File: config.mk
export PLATFORM = sky130hd
export DESIGN_NAME = cpu_control_fsm
export DESIGN_NICKNAME = d
export VERILOG_FILES = /design/src/rtl/cpu_control_fsm_pkg.sv /design/src/rtl/cpu_control_fsm_decode.sv /design/src/rtl/cpu_control_fsm.sv
export SDC_FILE = /design/constraint.sdc
export NUM_CORES = 1
export LEC_CHECK = 0
export BUFFER_PORTS_ARGS = -buffer_cell sky130_fd_sc_hd__buf_2
export CAP_MARGIN = 20
export CORE_MARGIN = 3
export CORE_UTILIZATION = 40
export CTS_BUF_LIST = sky130_fd_sc_hd__clkbuf_4
export DETAILED_ROUTE_END_ITERATION = 8
export GPL_ROUTABILITY_DRIVEN = 0
export PLACE_DENSITY = 0.8
export SLEW_MARGIN = 20
export SYNTH_ARGS = -nofsm -noshare
export SYNTH_HDL_FRONTEND = slang
export SYNTH_SLANG_ARGS = --single-unit
File: constraint.sdc
create_clock -name clk -period 2.2 [get_ports clk]
set_clock_uncertainty 0.2 [all_clocks]
set_input_delay 0.11 -clock clk [delete_from_list [all_inputs] [get_ports clk]]
set_output_delay 0.11 -clock clk [all_outputs]
set_load 0.01 [all_outputs]
File: src/rtl/cpu_control_fsm_pkg.sv
// Shared types and constants for the multi-cycle CPU control unit.
package cpu_ctrl_pkg;

  typedef enum logic [2:0] {
    S_IDLE,
    S_FETCH,
    S_DECODE,
    S_EXEC,
    S_MEM,
    S_WB,
    S_BR,
    S_HALT
  } state_t;

  localparam logic [3:0] OP_ADD  = 4'h0;
  localparam logic [3:0] OP_SUB  = 4'h1;
  localparam logic [3:0] OP_AND  = 4'h2;
  localparam logic [3:0] OP_OR   = 4'h3;
  localparam logic [3:0] OP_ADDI = 4'h4;
  localparam logic [3:0] OP_LD   = 4'h5;
  localparam logic [3:0] OP_ST   = 4'h6;
  localparam logic [3:0] OP_BZ   = 4'h7;
  localparam logic [3:0] OP_BN   = 4'h8;
  localparam logic [3:0] OP_J    = 4'h9;
  localparam logic [3:0] OP_HALT = 4'hF;

  localparam logic [2:0] ALU_ADD = 3'b000;
  localparam logic [2:0] ALU_SUB = 3'b001;
  localparam logic [2:0] ALU_AND = 3'b010;
  localparam logic [2:0] ALU_OR  = 3'b011;

  localparam logic [1:0] IMM_5  = 2'b00;
  localparam logic [1:0] IMM_8  = 2'b01;
  localparam logic [1:0] IMM_11 = 2'b10;

  typedef struct packed {
    logic       readins;
    logic       top_id;
    logic       trans1_pc;
    logic       trans2_pc;
    logic       ld_pc;
    logic       read1;
    logic       read2;
    logic       write;
    logic       trans_x1;
    logic       trans_x2;
    logic       trans_x3;
    logic       trans_y1;
    logic       trans_y2;
    logic       trans_y3;
    logic [2:0] func_select;
    logic       trans_alu_z;
    logic       trans_yz;
    logic       tdz;
    logic       read_data;
    logic       write_data;
    logic [1:0] imm_sel;
    logic       halted;
  } ctrl_t;

  function automatic logic [1:0] imm_sel_of(input logic [3:0] op);
    case (op)
      OP_BZ, OP_BN: return IMM_8;
      OP_J:         return IMM_11;
      default:      return IMM_5;
    endcase
  endfunction

endpackage

File: src/rtl/cpu_control_fsm_decode.sv
// Combinational control-vector decode from FSM state, opcode and latched flags.
module ctrl_decode
  import cpu_ctrl_pkg::*;
(
  input  state_t     state,
  input  logic [3:0] opcode,
  input  logic       z_flag,
  input  logic       s_flag,
  output ctrl_t      ctrl
);

  logic br_taken;

  assign br_taken = (opcode == OP_J) ||
                    ((opcode == OP_BZ) && z_flag) ||
                    ((opcode == OP_BN) && s_flag);

  always_comb begin
    ctrl = '0;
    case (state)
      S_FETCH: begin
        ctrl.readins   = 1'b1;
        ctrl.top_id    = 1'b1;
        ctrl.trans1_pc = 1'b1;
        ctrl.ld_pc     = 1'b1;
      end
      S_DECODE: begin
        ctrl.read1   = 1'b1;
        ctrl.read2   = 1'b1;
        ctrl.imm_sel = imm_sel_of(opcode);
      end
      S_EXEC: begin
        ctrl.trans_x1    = 1'b1;
        ctrl.trans_alu_z = 1'b1;
        // R-type opcodes 0-3 share their low bits with the ALU op encoding
        if (opcode <= OP_OR) begin
          ctrl.trans_y1    = 1'b1;
          ctrl.func_select = {1'b0, opcode[1:0]};
        end else begin
          ctrl.trans_y2    = 1'b1;
          ctrl.func_select = ALU_ADD;
          ctrl.imm_sel     = IMM_5;
        end
      end
      S_MEM: begin
        ctrl.read_data  = (opcode == OP_LD);
        ctrl.write_data = (opcode == OP_ST);
      end
      S_WB: begin
        ctrl.write = 1'b1;
        if (opcode == OP_LD) ctrl.tdz = 1'b1;
        else                 ctrl.trans_alu_z = 1'b1;
      end
      S_BR: begin
        if (br_taken) begin
          ctrl.trans_x2    = 1'b1;
          ctrl.trans_y2    = 1'b1;
          ctrl.func_select = ALU_ADD;
          ctrl.trans_alu_z = 1'b1;
          ctrl.trans2_pc   = 1'b1;
          ctrl.ld_pc       = 1'b1;
          ctrl.imm_sel     = imm_sel_of(opcode);
        end
      end
      S_HALT: ctrl.halted = 1'b1;
      default: ctrl = '0;
    endcase
  end

endmodule

File: src/rtl/cpu_control_fsm.sv
// Multi-cycle CPU control FSM; optional retired-instruction counter under CTRL_PERF_CNT_EN.
module cpu_control_fsm
  import cpu_ctrl_pkg::*;
#(
  parameter int unsigned MEM_WAIT = 1,
  parameter int unsigned ISA_W    = 16
) (
  input  logic             clk,
  input  logic             rst,
  input  logic [ISA_W-1:0] ins_out,
  input  logic             Zin,
  input  logic             Vin,
  input  logic             Sin,
  input  logic             Cin,
  output logic             readins,
  output logic             TopID,
  output logic             Trans1PC,
  output logic             Trans2PC,
  output logic             ldPC,
  output logic             read1,
  output logic             read2,
  output logic             write,
  output logic             TransX1,
  output logic             TransX2,
  output logic             TransX3,
  output logic             TransY1,
  output logic             TransY2,
  output logic             TransY3,
  output logic [2:0]       func_select,
  output logic             Trans_ALU_Z,
  output logic             TransYZ,
  output logic             TDZ,
  output logic             readData,
  output logic             writeData,
  output logic [1:0]       imm_sel,
  output logic             halted
`ifdef CTRL_PERF_CNT_EN
  ,
  output logic [15:0]      retired_cnt
`endif
);

  state_t           state, state_d;
  logic [ISA_W-1:0] ir;
  logic [3:0]       opcode;
  logic             z_flag, s_flag, v_flag, c_flag;
  logic [3:0]       wait_cnt;
  ctrl_t            ctrl;

  assign opcode = ir[ISA_W-1:ISA_W-4];

  // Operand fields and V/C flags are kept for the datapath but not consumed here
  logic unused_bits;
  assign unused_bits = ^{ir[ISA_W-5:0], v_flag, c_flag};

  always_comb begin
    state_d = state;
    case (state)
      S_IDLE:   state_d = S_FETCH;
      S_FETCH:  state_d = S_DECODE;
      S_DECODE: begin
        case (opcode)
          OP_HALT:                    state_d = S_HALT;
          OP_J, OP_BZ, OP_BN:         state_d = S_BR;
          OP_ADD, OP_SUB, OP_AND, OP_OR,
          OP_ADDI, OP_LD, OP_ST:      state_d = S_EXEC;
          default:                    state_d = S_FETCH;
        endcase
      end
      S_EXEC:   state_d = (opcode == OP_LD || opcode == OP_ST) ? S_MEM : S_WB;
      S_MEM: begin
        if (wait_cnt == '0) state_d = (opcode == OP_LD) ? S_WB : S_FETCH;
      end
      S_WB, S_BR: state_d = S_FETCH;
      S_HALT:     state_d = S_HALT;
      default:    state_d = S_IDLE;
    endcase
  end

  always_ff @(posedge clk or posedge rst) begin
    if (rst) begin
      state    <= S_IDLE;
      ir       <= '0;
      z_flag   <= 1'b0;
      s_flag   <= 1'b0;
      v_flag   <= 1'b0;
      c_flag   <= 1'b0;
      wait_cnt <= '0;
    end else begin
      state <= state_d;
      if (state == S_FETCH) ir <= ins_out;
      if (state == S_EXEC && opcode <= OP_ADDI) begin
        z_flag <= Zin;
        s_flag <= Sin;
        v_flag <= Vin;
        c_flag <= Cin;
      end
      // Counter is preloaded so S_MEM lasts exactly MEM_WAIT cycles
      if (state == S_EXEC)                        wait_cnt <= 4'(MEM_WAIT - 1);
      else if (state == S_MEM && wait_cnt != '0)  wait_cnt <= wait_cnt - 4'd1;
    end
  end

`ifdef CTRL_PERF_CNT_EN
  // Every return to S_FETCH other than the one out of S_IDLE retires an instruction
  always_ff @(posedge clk or posedge rst) begin
    if (rst)                                        retired_cnt <= '0;
    else if (state_d == S_FETCH && state != S_IDLE) retired_cnt <= retired_cnt + 16'd1;
  end
`endif

  ctrl_decode u_decode (
    .state  (state),
    .opcode (opcode),
    .z_flag (z_flag),
    .s_flag (s_flag),
    .ctrl   (ctrl)
  );

  assign readins     = ctrl.readins;
  assign TopID       = ctrl.top_id;
  assign Trans1PC    = ctrl.trans1_pc;
  assign Trans2PC    = ctrl.trans2_pc;
  assign ldPC        = ctrl.ld_pc;
  assign read1       = ctrl.read1;
  assign read2       = ctrl.read2;
  assign write       = ctrl.write;
  assign TransX1     = ctrl.trans_x1;
  assign TransX2     = ctrl.trans_x2;
  assign TransX3     = ctrl.trans_x3;
  assign TransY1     = ctrl.trans_y1;
  assign TransY2     = ctrl.trans_y2;
  assign TransY3     = ctrl.trans_y3;
  assign func_select = ctrl.func_select;
  assign Trans_ALU_Z = ctrl.trans_alu_z;
  assign TransYZ     = ctrl.trans_yz;
  assign TDZ         = ctrl.tdz;
  assign readData    = ctrl.read_data;
  assign writeData   = ctrl.write_data;
  assign imm_sel     = ctrl.imm_sel;
  assign halted      = ctrl.halted;

endmodule

# Yosys cells after proc, flatten, opt, wreduce, memory -nomap -nowiden
# Memories as Yosys holds them, arrays and structs flattened.
# Index checks and enable logic that the tools add are counted.
dict set report totals {
  ff_bits 25
  romBits 48
  inputBits 22
  mem_count 1
}
dict set report op_classes {
  n_addsub 1
  order_cmp 2
  n_eq_ne 13
  mux 31
  n_reduce_logical 13
}
# memory depth word_bits read_ports rd_clocked_by_memory_dff wr line
set memory_table {}
lappend memory_table {{(no name shown)} 16 3 1 0 0 cpu_control_fsm.sv:62} ;# case (opcode)
# cell count
set ops {}
lappend ops {{3-bit one-hot mux with 6 select lines} 1}
lappend ops {{1-bit 2-to-1 mux} 14}
lappend ops {{3-bit == test, second input constant} 4}
lappend ops {{4-bit by 3-bit == test with 1-bit output, second input constant} 3}
lappend ops {{2-bit 2-to-1 mux} 5}
lappend ops {{3-bit 2-to-1 mux} 3}
lappend ops {{4-bit == test, second input constant} 2}
lappend ops {{4-bit 2-to-1 mux} 2}
lappend ops {{2-bit one-hot mux with 2 select lines} 2}
lappend ops {{3-bit by 2-bit == test with 1-bit output, second input constant} 2}
lappend ops {{3-bit one-hot mux with 2 select lines} 1}
lappend ops {{4-bit by 2-bit less-or-equal comparator with 1-bit output, second input constant} 1}
lappend ops {{4-bit by 3-bit less-or-equal comparator with 1-bit output, second input constant} 1}
lappend ops {{1-bit logical AND} 4}
lappend ops {{4-bit logical NOT} 1}
lappend ops {{1-bit one-hot mux with 2 select lines} 2}
lappend ops {{4-bit nonzero test} 1}
lappend ops {{4-bit by 1-bit subtractor with 4-bit output, second input constant} 1}
lappend ops {{3-bit by 1-bit == test with 1-bit output, second input constant} 1}
lappend ops {{3-bit logical NOT} 1}
lappend ops {{1-bit logical OR} 3}
lappend ops {{1-bit one-hot mux with 3 select lines} 1}
lappend ops {{3-bit OR reduction} 1}
lappend ops {{2-bit != test, second input constant} 1}
lappend ops {{other kinds (2)} 2}

# Logic depth before layout (Yosys ltp)
dict set report logic_depth {
  ltp_word 6
  depth_mapped 6
}

# Modules after synthesis
# A second synthesis with hierarchy kept.
dict set report hier_totals {
  hier_cells 108
  hier_area_um2 994.7
}
# module instances cells_per_inst area_per_inst_um2 seq_area_each_um2
set modules_own_cells {}
lappend modules_own_cells {cpu_control_fsm 1 64 683.2 325.3}
lappend modules_own_cells {ctrl_decode 1 44 311.5 0.0}

# Worst setup path before layout
# Ideal clock, no wire load.
dict set report synth_timing {
  kind {register -> register}
  from {register wait_cnt[0]}
  to {register state[2]}
  setup_time_ps 133
  arrival_ps 1311
  required_ps 1867
  slack_ps 557
  path_stages_with_launch 7
  path_buffers 1
  cell_sequence {dfrtp_1 inv_1 ha_1 or3b_1 clkbuf_2 o21ai_0 o211ai_1}
}
dict set report synth_between {
  elab_chain_len 2
}
# element line
set synth_rtl {}
lappend synth_rtl {{start: declaration} cpu_control_fsm.sv:47} ;# logic [3:0] wait_cnt;
lappend synth_rtl {{start signal: assignment} cpu_control_fsm.sv:99} ;# if (state == S_EXEC) wait_cnt <= 4'(MEM_WAIT - 1);
lappend synth_rtl {{start signal: assignment} cpu_control_fsm.sv:100} ;# else if (state == S_MEM && wait_cnt != '0) wait_cnt <= wait_cnt - 4'd1;
lappend synth_rtl {{4-bit logical NOT} cpu_control_fsm.sv:72} ;# if (wait_cnt == '0) state_d = (opcode == OP_LD) ? S_WB : S_FETCH;
lappend synth_rtl {{2-bit != test (no line)} n/a}
lappend synth_rtl {{end signal: assignment} cpu_control_fsm.sv:90} ;# state <= state_d;
lappend synth_rtl {{end: declaration} cpu_control_fsm.sv:43} ;# state_t state, state_d;
# Every way passes these cells.
# A chain may end at the register's enable or synchronous reset.

# Final worst setup path
dict set report layout_timing {
  from {register ir[13]}
  to {output port ldPC}
}
dict set report layout_between {
  elab_chain_len 6
}
# element line
set layout_rtl {}
lappend layout_rtl {{start: declaration} cpu_control_fsm.sv:44} ;# logic [ISA_W-1:0] ir;
lappend layout_rtl {{start signal: assignment} cpu_control_fsm.sv:91} ;# if (state == S_FETCH) ir <= ins_out;
lappend layout_rtl {{4-bit by 3-bit == test with 1-bit output} cpu_control_fsm_decode.sv:15} ;# ((opcode == OP_BZ) && z_flag) ||
lappend layout_rtl {{1-bit logical AND} cpu_control_fsm_decode.sv:15}
lappend layout_rtl {{1-bit logical OR} cpu_control_fsm_decode.sv:14} ;# assign br_taken = (opcode == OP_J) ||
lappend layout_rtl {{1-bit logical OR (*)} cpu_control_fsm_decode.sv:15}
lappend layout_rtl {{2-bit 2-to-1 mux (*)} cpu_control_fsm_decode.sv:55} ;# if (br_taken) begin
lappend layout_rtl {{1-bit one-hot mux with 2 select lines (*)} cpu_control_fsm_decode.sv:20} ;# case (state)
lappend layout_rtl {{end: declaration} cpu_control_fsm.sv:19} ;# output logic ldPC,
# Mark *: on every way between the ends. The rest lies on a longest branch, timed or not.

==> metrics.cfg <==
[yosys]
synth_compound_area_frac = 0.146
async_flop_share = 1.00
synth-edff-count = 0
synth.ff_latch_count = 13
synth_top_family_by_area = simple AND/OR/NAND/NOR gates
synth_simple_gate_area_share = 0.274
ys_seq_area_frac = 0.315
yosys.cell_types.count = 42
ys_warn_count = 0
synth_area_um2 = 1030
synth-adder-area-share = 0.0242
synth_cells = 110
synth_mux_area_frac = 0.0944
synth_xor_area_frac = 0.00847
post_synth.cell_area_avg_um2 = 9.40
ys.flop_type = dfrtp_1

[route]
drt-met1-wl_um = 938
dr.pass1.iters = 4
wl_per_cell_um = 13.2
drc = 0
routed_wl_mm = 2.18
met2_wirelength_mm = 1.09
vias = 878
vias_per_cell = 5.32
drt_iter0_markers = 17
ant_nets = 0
wl_met3_um = 132
top_layer_used = met4

[clock_network]
clock-sinks = 13
cts_tree = built
root_buffer = clkbuf_4
clk_pin_slew_ps = 90
clk_path_buf_depth = 2
clkLatencyLatePin_ps = 270
numCtsBuffers = 3
htree_num_levels = 1

[critical_path]
path_delay_family = flip-flops
cp-start-kind = register
slowest_stage = dfrtp_1
critical_path_peak_fanout = 12
critical_path_arrival_ps = 1760
path_buf_inv = 1
cp_cell_sequence = and4bb_2 > a211oi_2 > o22ai_1 > buf_2
crit_type = register to primary output
critPathRequiredTime_ps = 1890
max_stage_delay_ps = 550
worstSetupEndpointType = primary output

[die]
start_util = 0.442
die-area_um2 = 3230
io_pins = 47
die_x_um = 56.8
core-area_um2 = 2340
die_h_um = 56.8
num_rows = 17

[timing]
fmax_mhz = 484
rsz0062_at_grt = no
hold_violations = 0
fin_crit_ps = 2070
tns_ps = 0
period_share = 0.939
tightest_slew_ps = 512
worst_hold_slack_ps = 208
slew_viol_final = 0
setup_viol = 0
relSlewSlack = 0.658
setup_ws_ps = 133

[run_status]
run_status = finished clean

[global_route]
grtUsageTotal = 0.136
antenna_found_initial = 0
grt_pass1_vias = 799
grt_pass1_wl_mm = 3.62
grt_max_degree = 15
grt-ovfl-total = 0

[final_layout]
drive_gt1_frac = 0.380
fill_cells = 218
nets = 162
postLayoutCellArea_um2 = 1210
fin_util = 0.518
diodes = 0
final-seq-area_um2 = 327
fin_cells = 165
multi_input_area_um2 = 581
syn2layout_area_growth_pct = 17.3

[place]
dp.cells = 154
numPortBuffers = 28
hpwl_mm = 1.63
post_dp_cell_area_um2 = 1110
place_ws_ps = 419

[worst_hold_path]
hp-class = primary input to async pin

[flow_run]
cap_violations = 0

[power_and_ir_drop]
power.total_mw = 1.42
irDropWorstVdd_v = 0.000841
powerDensity_nw_per_um2 = 1170
p_leak_nw = 0.594

## layout by cell type, fill, tap and decap left out, types with 2 or more instances in the layout
cell,synthesis,layout
nor3_1,2,2
inv_1,5,5
nor2_1,6,6
nand3_1,5,5
nand2b_1,5,5
mux2i_1,3,3
and3_1,3,3
nand2_1,5,5
a21oi_1,3,3
nor2b_1,4,4
clkbuf_4,0,4
and4bb_2,3,3
conb_1,1,4
buf_2,2,28
dlygate4sd3_1,0,7
ha_1,2,2
o211ai_1,2,2
mux2_2,6,6
dfrtp_1,13,12
and2_1,2,2
o21ai_0,4,4
## kinds of logic after synthesis
group | Yosys count
flops | 13
xor+xnor | 1
buf+inv | 22
fa+ha+maj | 2
compound gates | 20
simple gates | 42
other cells | 1
mux | 9
## flip-flops by register name, summed over array words and instances, names as in the netlist
name / flops
ir: 4
wait_cnt: 4
state: 3
s_flag: 1
z_flag: 1
## cell usage after synthesis, types with 2 or more instances
library cell / number / area (um^2)
ha_1: 2 / 25.0
nor3_1: 2 / 10.0
a21oi_1: 3 / 15.0
inv_1: 5 / 18.8
nor2b_1: 4 / 25.0
mux2i_1: 3 / 30.0
buf_2: 2 / 10.0
buf_4: 12 / 90.1
o211ai_1: 2 / 15.0
and4bb_2: 3 / 37.5
nand2b_1: 5 / 31.3
nand2_1: 5 / 18.8
and2_1: 2 / 12.5
mux2_2: 6 / 67.6
o21ai_0: 4 / 20.0
dfrtp_1: 13 / 325
and3_1: 3 / 18.8
nor2_1: 6 / 22.5
nand3_1: 5 / 25.0
## power breakdown
part	leakage (nW)	internal (mW)	switching (mW)	total, mW
Sequential	0.162	0.324	0.197	0.521
Combinational	0.414	0.374	0.368	0.742
Clock	0.0184	0.0823	0.0776	0.160
Total	0.594	0.781	0.643	1.42
## final timing paths
kind,startpoint,end,slack [ps],cells after the start
worst min-delay path,rst,ir[13],210,3
min in group clk,wait_cnt[2],wait_cnt[2],310,1
worst max-delay path,ir[13],ldPC,130,4
worst min register to register,wait_cnt[2],wait_cnt[2],310,1
worst max register to register,wait_cnt[0],state[2],430,5
max in group asynchronous,rst,ir[14],1230,3
## final cells by class
| class | instances | share of cell area |
|---|---|---|
| multi-input combinational | 78 | 0.479 |
| inverter | 6 | 0.0186 |
| timing repair buffer | 36 | 0.180 |
| tap | 28 | 0.0289 |
| clock buffer | 4 | 0.0248 |
| sequential | 13 | 0.269 |
## timing repair
| action | CTS | global route |
|---|---|---|
| buffers inserted | 0 | 0 |
| hold buffers | 7 | 0 |
| endpoints found under the setup margin | 0 | 1 |
| hold endpoints to repair | 19 | 0 |
| resized for setup | 0 | 1 |
## layer usage
metal  track usage  vias to the layer above
met5             0                        -
met4        0.0464                        0
met3        0.0230                        2
met2         0.226                       32
met1         0.177                      415
li1              -                      429
## worst reg2reg max path, stage by stage, from the launching register on
cell,delay [ps]
dfrtp_1,380
inv_1,120
ha_1,160
or3b_1,480
o21ai_0,210
o211ai_1,110
Note: power is estimated with default switching activity, not from simulation.
